**config.mk**
```make
export PLATFORM = sky130hd
export DESIGN_NAME = serial_adder_ctrl
export DESIGN_NICKNAME = d
export VERILOG_FILES = /design/src/rtl/serial_adder_pkg.sv /design/src/rtl/serial_fa_cell.sv /design/src/rtl/serial_adder_ctrl.sv
export SDC_FILE = /design/constraint.sdc
export NUM_CORES = 1
export LEC_CHECK = 0
export ABC_AREA = 1
export BUFFER_PORTS_ARGS = -buffer_cell sky130_fd_sc_hd__buf_2
export CAP_MARGIN = 20
export CORE_MARGIN = 8
export CORE_UTILIZATION = 55
export CTS_BUF_LIST = sky130_fd_sc_hd__clkbuf_16
export DETAILED_ROUTE_END_ITERATION = 10
export GPL_TIMING_DRIVEN = 0
export PLACE_DENSITY = 0.85
export SLEW_MARGIN = 10
export SYNTH_ARGS = -nofsm -noshare
export SYNTH_HDL_FRONTEND = slang
export SYNTH_SLANG_ARGS = --single-unit
```
**constraint.sdc**
```tcl
create_clock -name clk -period 1.51 [get_ports clk]
set_input_delay 0.302 -clock clk [delete_from_list [all_inputs] [get_ports clk]]
set_output_delay 0.302 -clock clk [all_outputs]
set_load 0.02 [all_outputs]
```
**src/rtl/serial_adder_pkg.sv**
```systemverilog
// Shared types and constants for the bit-serial add controller.
// State encoding, default width and counter sizing helper.
package serial_adder_pkg;

    typedef enum logic [1:0] {
        IDLE = 2'd0,
        RUN  = 2'd1,
        DONE = 2'd2
    } state_t;

    localparam int DEF_WIDTH = 8;

    function automatic int cnt_w(input int w);
        return (w > 1) ? $clog2(w) : 1;
    endfunction

endpackage

```
**src/rtl/serial_fa_cell.sv**
```systemverilog
// One-bit full adder: two half-adder cells and an OR on their carries.
// Purely combinational.
module serial_fa_cell (
    input  logic a,
    input  logic b,
    input  logic cin,
    output logic s,
    output logic cout
);

    logic s1;
    logic c1;
    logic c2;

    assign s1   = a ^ b;
    assign c1   = a & b;
    assign s    = s1 ^ cin;
    assign c2   = s1 & cin;
    assign cout = c1 | c2;

endmodule

```
**src/rtl/serial_adder_ctrl.sv**
```systemverilog
// Bit-serial adder controller, LSB first over WIDTH cycles.
// Define SERIAL_ADDER_SUB_EN to add the sub port (a - b mode).
module serial_adder_ctrl
    import serial_adder_pkg::*;
#(
    parameter int WIDTH = DEF_WIDTH
) (
    input  logic             clk,
    input  logic             rst,
    input  logic             start_valid,
    output logic             start_ready,
    input  logic [WIDTH-1:0] a,
    input  logic [WIDTH-1:0] b,
`ifdef SERIAL_ADDER_SUB_EN
    input  logic             sub,
`endif
    output logic [WIDTH-1:0] sum,
    output logic             carry,
    output logic             done,
    output logic             busy
);

    localparam int CW = cnt_w(WIDTH);
    localparam logic [CW-1:0] LAST = CW'(WIDTH - 1);

    state_t          state;
    logic [WIDTH-1:0] a_sh;
    logic [WIDTH-1:0] b_sh;
    logic [WIDTH-1:0] acc;
    logic [CW-1:0]    cnt;
    logic             c;
    logic             bit_s;
    logic             bit_c;

    serial_fa_cell u_fa (
        .a    (a_sh[0]),
        .b    (b_sh[0]),
        .cin  (c),
        .s    (bit_s),
        .cout (bit_c)
    );

    assign start_ready = (state == IDLE);
    assign busy        = (state != IDLE);

    always_ff @(posedge clk or posedge rst) begin
        if (rst) begin
            state <= IDLE;
            a_sh  <= '0;
            b_sh  <= '0;
            acc   <= '0;
            cnt   <= '0;
            c     <= 1'b0;
            sum   <= '0;
            carry <= 1'b0;
            done  <= 1'b0;
        end else begin
            unique case (state)
                IDLE: begin
                    if (start_valid) begin
                        a_sh  <= a;
                        cnt   <= '0;
                        state <= RUN;
`ifdef SERIAL_ADDER_SUB_EN
                        // a - b as a + ~b + 1
                        b_sh  <= sub ? ~b : b;
                        c     <= sub;
`else
                        b_sh  <= b;
                        c     <= 1'b0;
`endif
                    end
                end
                RUN: begin
                    acc  <= {bit_s, acc[WIDTH-1:1]};
                    a_sh <= a_sh >> 1;
                    b_sh <= b_sh >> 1;
                    c    <= bit_c;
                    cnt  <= cnt + CW'(1);
                    if (cnt == LAST) begin
                        sum   <= {bit_s, acc[WIDTH-1:1]};
                        carry <= bit_c;
                        done  <= 1'b1;
                        state <= DONE;
                    end
                end
                DONE: begin
                    done  <= 1'b0;
                    state <= IDLE;
                end
                default: begin
                    done  <= 1'b0;
                    state <= IDLE;
                end
            endcase
        end
    end

endmodule
```
==> impl_metrics.ini, run 1 <==
[sta]
slew_headroom_pct = 47.6
rsz0062_at_grt = no
min_period_ps = 1450
fin_skew_ps = 3.60
post-route-period-util_pct = 96.0
setup_viol = 0
drv_slew = 0
worstMarginPinSlew_ps = 785
fmax_mhz = 689
finalHoldViolations = 0
setup_ws_ps = 59.7

[detailed_routing]
via_per_inst = 4.96
num_vias = 1504
drt-total-wl_um = 3890
drc_errors = 0
antenna_left = 0
drt_iter0_markers = 97
firstDrtPassIters = 4
wl_per_cell_um = 12.8

[pwr]
p_per_area_mw_per_mm2 = 2170
power_mw = 4.84
p_leak_nw = 1.24
vdd_drop_max_uv = 1120

[final_layout]
final_cells = 303
fillers = 273
postLayoutCoreUtil_pct = 67.6
finalNetCount = 278
fin_area_mm2 = 0.00224
seqCellArea_um2 = 976
multiInputGateArea_um2 = 657
n_antenna_cell = 0
area_growth_syn_to_layout_pct = 19.2
drive_gt1_share_pct = 26.1

[setup_path]
crit_chain = buf_4 -> nor2_4 -> inv_1 -> buf_2
cp_data_arrival_time_ps = 1150
crit_path_end_kind = primary output
regToRegSetupSlack_ps = 130
critPathTopFamily = buffers and inverters
ff2ff_path_depth = 6
r2r-end = sum[0]
startpoint_type = register
max_stage_delay_ps = 360
critPathRequiredTime_ps = 1210
cp_max_fo = 9
crit_buf_inv = 3
timing.rr.start = cnt[0]
crit_slowest_cell = dfrtp_1
critical_path_class = register to primary output

[placed_design]
placed_area_mm2 = 0.00208
pre_cts_ws_ps = 164
place_hpwl_um = 2580
gp_congestion = 0.804
placedCellCount = 295
port_buffers = 30

[floorplanning]
num_rows = 21
initial_core_util_pct = 56.7
die_h_um = 74.4
coreArea_mm2 = 0.00331
die_w_um = 74.4
dieArea_mm2 = 0.00554
ioPinCount = 31

[synthesis]
ys_seq_elements = 39
ys_warn_count = 0
netlist_area_mm2 = 0.00188
syn_inst = 219
synth_nets = 241
syn_avg_cell_area_um2 = 8.57
yosysSeqAreaShare_pct = 52.0
synth.area.top_cells = dfrtp_1, nand2_1, nand3_1, inv_1, o21ai_2
synth_top_area_share_pct = 52.0
synthDistinctLibCells = 18
synth_top_area_cell = dfrtp_1

[global_routing]
grt_antenna_before_repair = 0
grt_pass1_wl_um = 6460
grt_pass1_vias = 1440
grt_start_max_net_pins = 40
grt-ovfl-total = 0
grt_usage_pct = 15.4

[cts]
cts_tree = yes
cts_buffer_depth = 2
clkLatencyLatePin_ps = 280
cts_root_buf = clkbuf_16
cts.sinks = 39
cts_made_buffers = 5
cts_setup_buffers = 0
htreeDepth = 2
clkTransAtPathRegs_ps = 60

[outcome]
status = finished, final reports clean

[worst_hold_path]
hold_class = primary input to asynchronous set/reset pin

[run]
drv_cap = 0
## how the worst max path moves through the flow
| stage | cells after the start | end | start |
|---|---|---|---|
| finish | 4 | busy | state[0] |
| global route | 4 | busy | state[0] |
| CTS | 4 | busy | state[0] |
| detailed placement | 6 | sum[0] | cnt[0] |
| global placement | 2 | a_sh[7] | rst |
| floorplan | 3 | busy | state[0] |
## worst register-to-register path: stages (launching register included)
cell     delay (ps)
dfrtp_1         400
ha_1            210
ha_1            240
nand2_4         160
buf_6           190
nand2_1          70
nand2_1          60
## synth_stat cells (all sizes together)
| master | n |
|---|---|
| nand2 | 61 |
| nand3 | 41 |
| dfrtp | 39 |
| inv | 39 |
| o21ai | 18 |
| buf | 12 |
| nor2 | 4 |
| ha | 2 |
| a21oi | 1 |
| a22oi | 1 |
| fa | 1 |
## flip-flops by register name, indices dropped and copies added, names as in the netlist
| name | flops |
|---|---|
| a_sh | 8 |
| b_sh | 8 |
| sum | 8 |
| acc | 7 |
| cnt | 3 |
| state | 2 |
| c | 1 |
| carry | 1 |
| done | 1 |
## cell families (layout without fill, tap and decap cells)
family | count (synthesis) | after routing | synth area share [%]
simple gates | 106 | 106 | 25.1
buf+inv | 51 | 89 | 13.4
flops | 39 | 39 | 52.0
compound gates | 20 | 20 | 7.07
fa+ha+maj | 3 | 3 | 2.40
## metrics by stage
step,hold WS [ps],setup TNS (ps)
finish,165,0
global route,240,0
CTS,196,0
detailed placement,463,0
global placement,461,-6810
floorplan,423,0
## routing by layer
metal | GRT usage [%] | part of all wire (%) | vias to the layer above
met3 | 4.31 | 5.3 | 8
li1 | - | - | 751
met4 | 6.74 | 1.5 | 0
met5 | 0 | 0 | -
met2 | 24.5 | 50 | 45
met1 | 19.0 | 43 | 700
## power by group
group / internal [mW] / switching, mW / total, mW
clock: 0.607 / 0.403 / 1.01
sequential: 1.52 / 0.263 / 1.79
combinational: 0.786 / 1.26 / 2.05
## timing repair
action | in CTS | in global routing
hold buffers | 0 | 0
endpoints found under the setup margin | 2 | 2
pin swaps | 0 | 0
gates resized for setup | 1 | 1
## cell usage in the layout, fill, tap and decap left out
master | Yosys | final
buf_2 | 3 | 33
clkinv_2 | 0 | 1
fa_1 | 1 | 1
ha_1 | 2 | 2
clkinvlp_4 | 0 | 2
a22oi_1 | 1 | 1
inv_1 | 37 | 36
buf_6 | 6 | 6
a21oi_1 | 1 | 1
inv_2 | 2 | 3
o21ai_0 | 10 | 10
clkbuf_16 | 0 | 5
nor2_1 | 3 | 2
nand2_2 | 3 | 3
nand2_1 | 57 | 57
buf_4 | 3 | 3
dfrtp_1 | 39 | 39
nand2_4 | 1 | 1
nand3_1 | 41 | 41
nor2_4 | 1 | 2
o21ai_2 | 8 | 8
## cell type report
type	instances	share of cell area, %
buffer	12	4.70
sequential	39	43.6
clock buffer	5	5.59
timing repair buffer	30	6.71
clock inverter	3	0.895
multi-input combinational	129	29.4
tap	46	2.57
inverter	39	6.54
Power figures use the tool's default switching activity.
==> run 2, diff against run 1 <==
- BUFFER_PORTS_ARGS: -buffer_cell sky130_fd_sc_hd__buf_2 -> unset
- CORE_UTILIZATION: 55 -> 61
- DONT_BUFFER_PORTS: unset -> 1
- PLACE_DENSITY: 0.85 -> 0.84
==> run 2 against run 1 <==
Total power decreased by 3.8%. Critical path type unchanged. Cell area is 7.6% lower. Sequential cell count unchanged. Die area is 7.8% lower. Worst hold slack worse by 130 ps. Via count down 9.4%. Core utilization rose by 1.8 points.
==> impl_metrics.ini, run 2 (synthesis results as in run 1) <==
[outcome]
status = finished, final reports clean

[sta]
post-route-period-util_pct = 97.6
drv_slew = 0
slew_headroom_pct = 48.7
hold_ws_ps = 37.1
worstMarginPinSlew_ps = 768
min_period_ps = 1470
setup_viol = 0
fmax_mhz = 679
finalHoldViolations = 0
setup-tns-final_ps = 0
fin_skew_ps = 3.56
rsz0062_at_grt = no

[final_layout]
area_growth_syn_to_layout_pct = 10.1
fin_area_mm2 = 0.00207
fillers = 243
finalNetCount = 248
reg.largest.list = a_sh (8), b_sh (8), sum (8)
drive_gt1_share_pct = 15.9
final_cell_mix = nand2_1, nand3_1, dfrtp_1
n_antenna_cell = 0
final_common_cell = nand2_1

[floorplanning]
die_w_um = 71.5
initial_core_util_pct = 63.0
dieArea_mm2 = 0.00511
ioPinCount = 31
coreArea_mm2 = 0.00298
num_rows = 20
die_h_um = 71.5

[setup_path]
max_stage_delay_ps = 360
crit_chain = buf_4 -> nor2_4 -> inv_1
timing.rr.start = cnt[0]
critical_path_class = register to primary output
critPathLaunch = state[0]
critPathRequiredTime_ps = 1210
cp_max_fo = 9
crit_path_end_kind = primary output
cp_data_arrival_time_ps = 1170
crit_slowest_cell = dfrtp_1
startpoint_type = register

[cts]
clkTransAtPathRegs_ps = 60
cts_root_buf = clkbuf_16
cts_buffer_depth = 2
cts.sinks = 39
cts_made_buffers = 5
cts_tree = yes
clkLatencyLatePin_ps = 280
cts_setup_buffers = 0
htreeDepth = 2

[worst_hold_path]
hold_class = primary input to asynchronous set/reset pin

[run]
drv_cap = 0

[detailed_routing]
drt-total-wl_um = 3670
drt_iter0_markers = 145
firstDrtPassIters = 4
routedLengthMet1_um = 1630
maxUsedRoutingLayer = met4
via_per_inst = 5.24
route.met2.wl_um = 1710
wl_met3_um = 246
wl_per_cell_um = 14.1
antenna_left = 0
num_vias = 1362
drc_errors = 0

[placed_design]
placed_area_mm2 = 0.00192
port_buffers = 0
gp_congestion = 0.814
place_hpwl_um = 2510

[global_routing]
grt-ovfl-total = 0
grt_antenna_before_repair = 0
grt_start_max_net_pins = 40
grt_pass1_vias = 1369
grt_usage_pct = 16.1
grt_pass1_wl_um = 6380

[pwr]
p_per_area_mw_per_mm2 = 2250
p_leak_nw = 1.12
vdd_drop_max_uv = 1360
switching_share_pct = 39.9
pwr-share-seq_pct = 41.7
p_sw_mw = 1.86
combPwrFrac_pct = 37.0
clkPwrFrac_pct = 21.3
internal_power_mw = 2.80
## run 2: path summary, 6_finish.rpt
kind                            cells after the start       to  slack [ps]
worst max-delay path                                3     busy          40
worst min-delay path                                1   acc[4]          40
worst max register to register                      6   sum[0]         170
worst min register to register                      2   acc[7]         480
max in group asynchronous                           1   sum[7]         980
min in group clk                                    2  b_sh[7]         160
## run 2: repair_timing
action | CTS | global route
setup endpoints to repair | 2 | 0
resized for setup | 2 | 0
hold buffers | 0 | 0
## run 2: routing by layer
layer | vias to the layer above | global-route usage (%)
li1 | 694 | -
met1 | 629 | 20.4
met2 | 32 | 23.6
met3 | 7 | 5.72
met4 | 0 | 8.16
met5 | - | 0
## run 2: power groups by stage
stage / Clock [mW] / Sequential [mW] / Combinational (mW)
after floorplan: 0 / 1.88 / 1.42
after global placement: 0 / 1.94 / 1.67
after detailed placement: 0 / 1.95 / 1.72
after CTS: 1.01 / 1.94 / 1.74
after global routing: 1.05 / 1.99 / 1.98
final: 0.995 / 1.94 / 1.72
## run 2: critical path: cells and delay by family (launching register included)
kind,cells,cell delay [ps]
and+or+nand+nor,1,200
DFF,1,360
buffers and inverters,2,340
## run 2: final cells by class
type / instances / area [um^2] / share of cell area [%]
multi-input combinational: 129 / 657 / 31.8
clock buffer: 5 / 125 / 6.05
tap: 33 / 41.3 / 2.00
buffer: 12 / 105 / 5.08
inverter: 39 / 146 / 7.08
clock inverter: 3 / 16.3 / 0.787
sequential: 39 / 976 / 47.2
## run 2: through the flow
stage	total power, mW	worst slack (ps)	instances	utilization, %
after detailed placement	3.67	-8.49	252	64.4
after CTS	4.69	22.2	260	69.4
after global routing	5.02	0.799	260	69.4
after floorplan	3.29	145	219	-
final	4.66	36.6	260	69.4
after global placement	3.61	-72.3	252	64.4
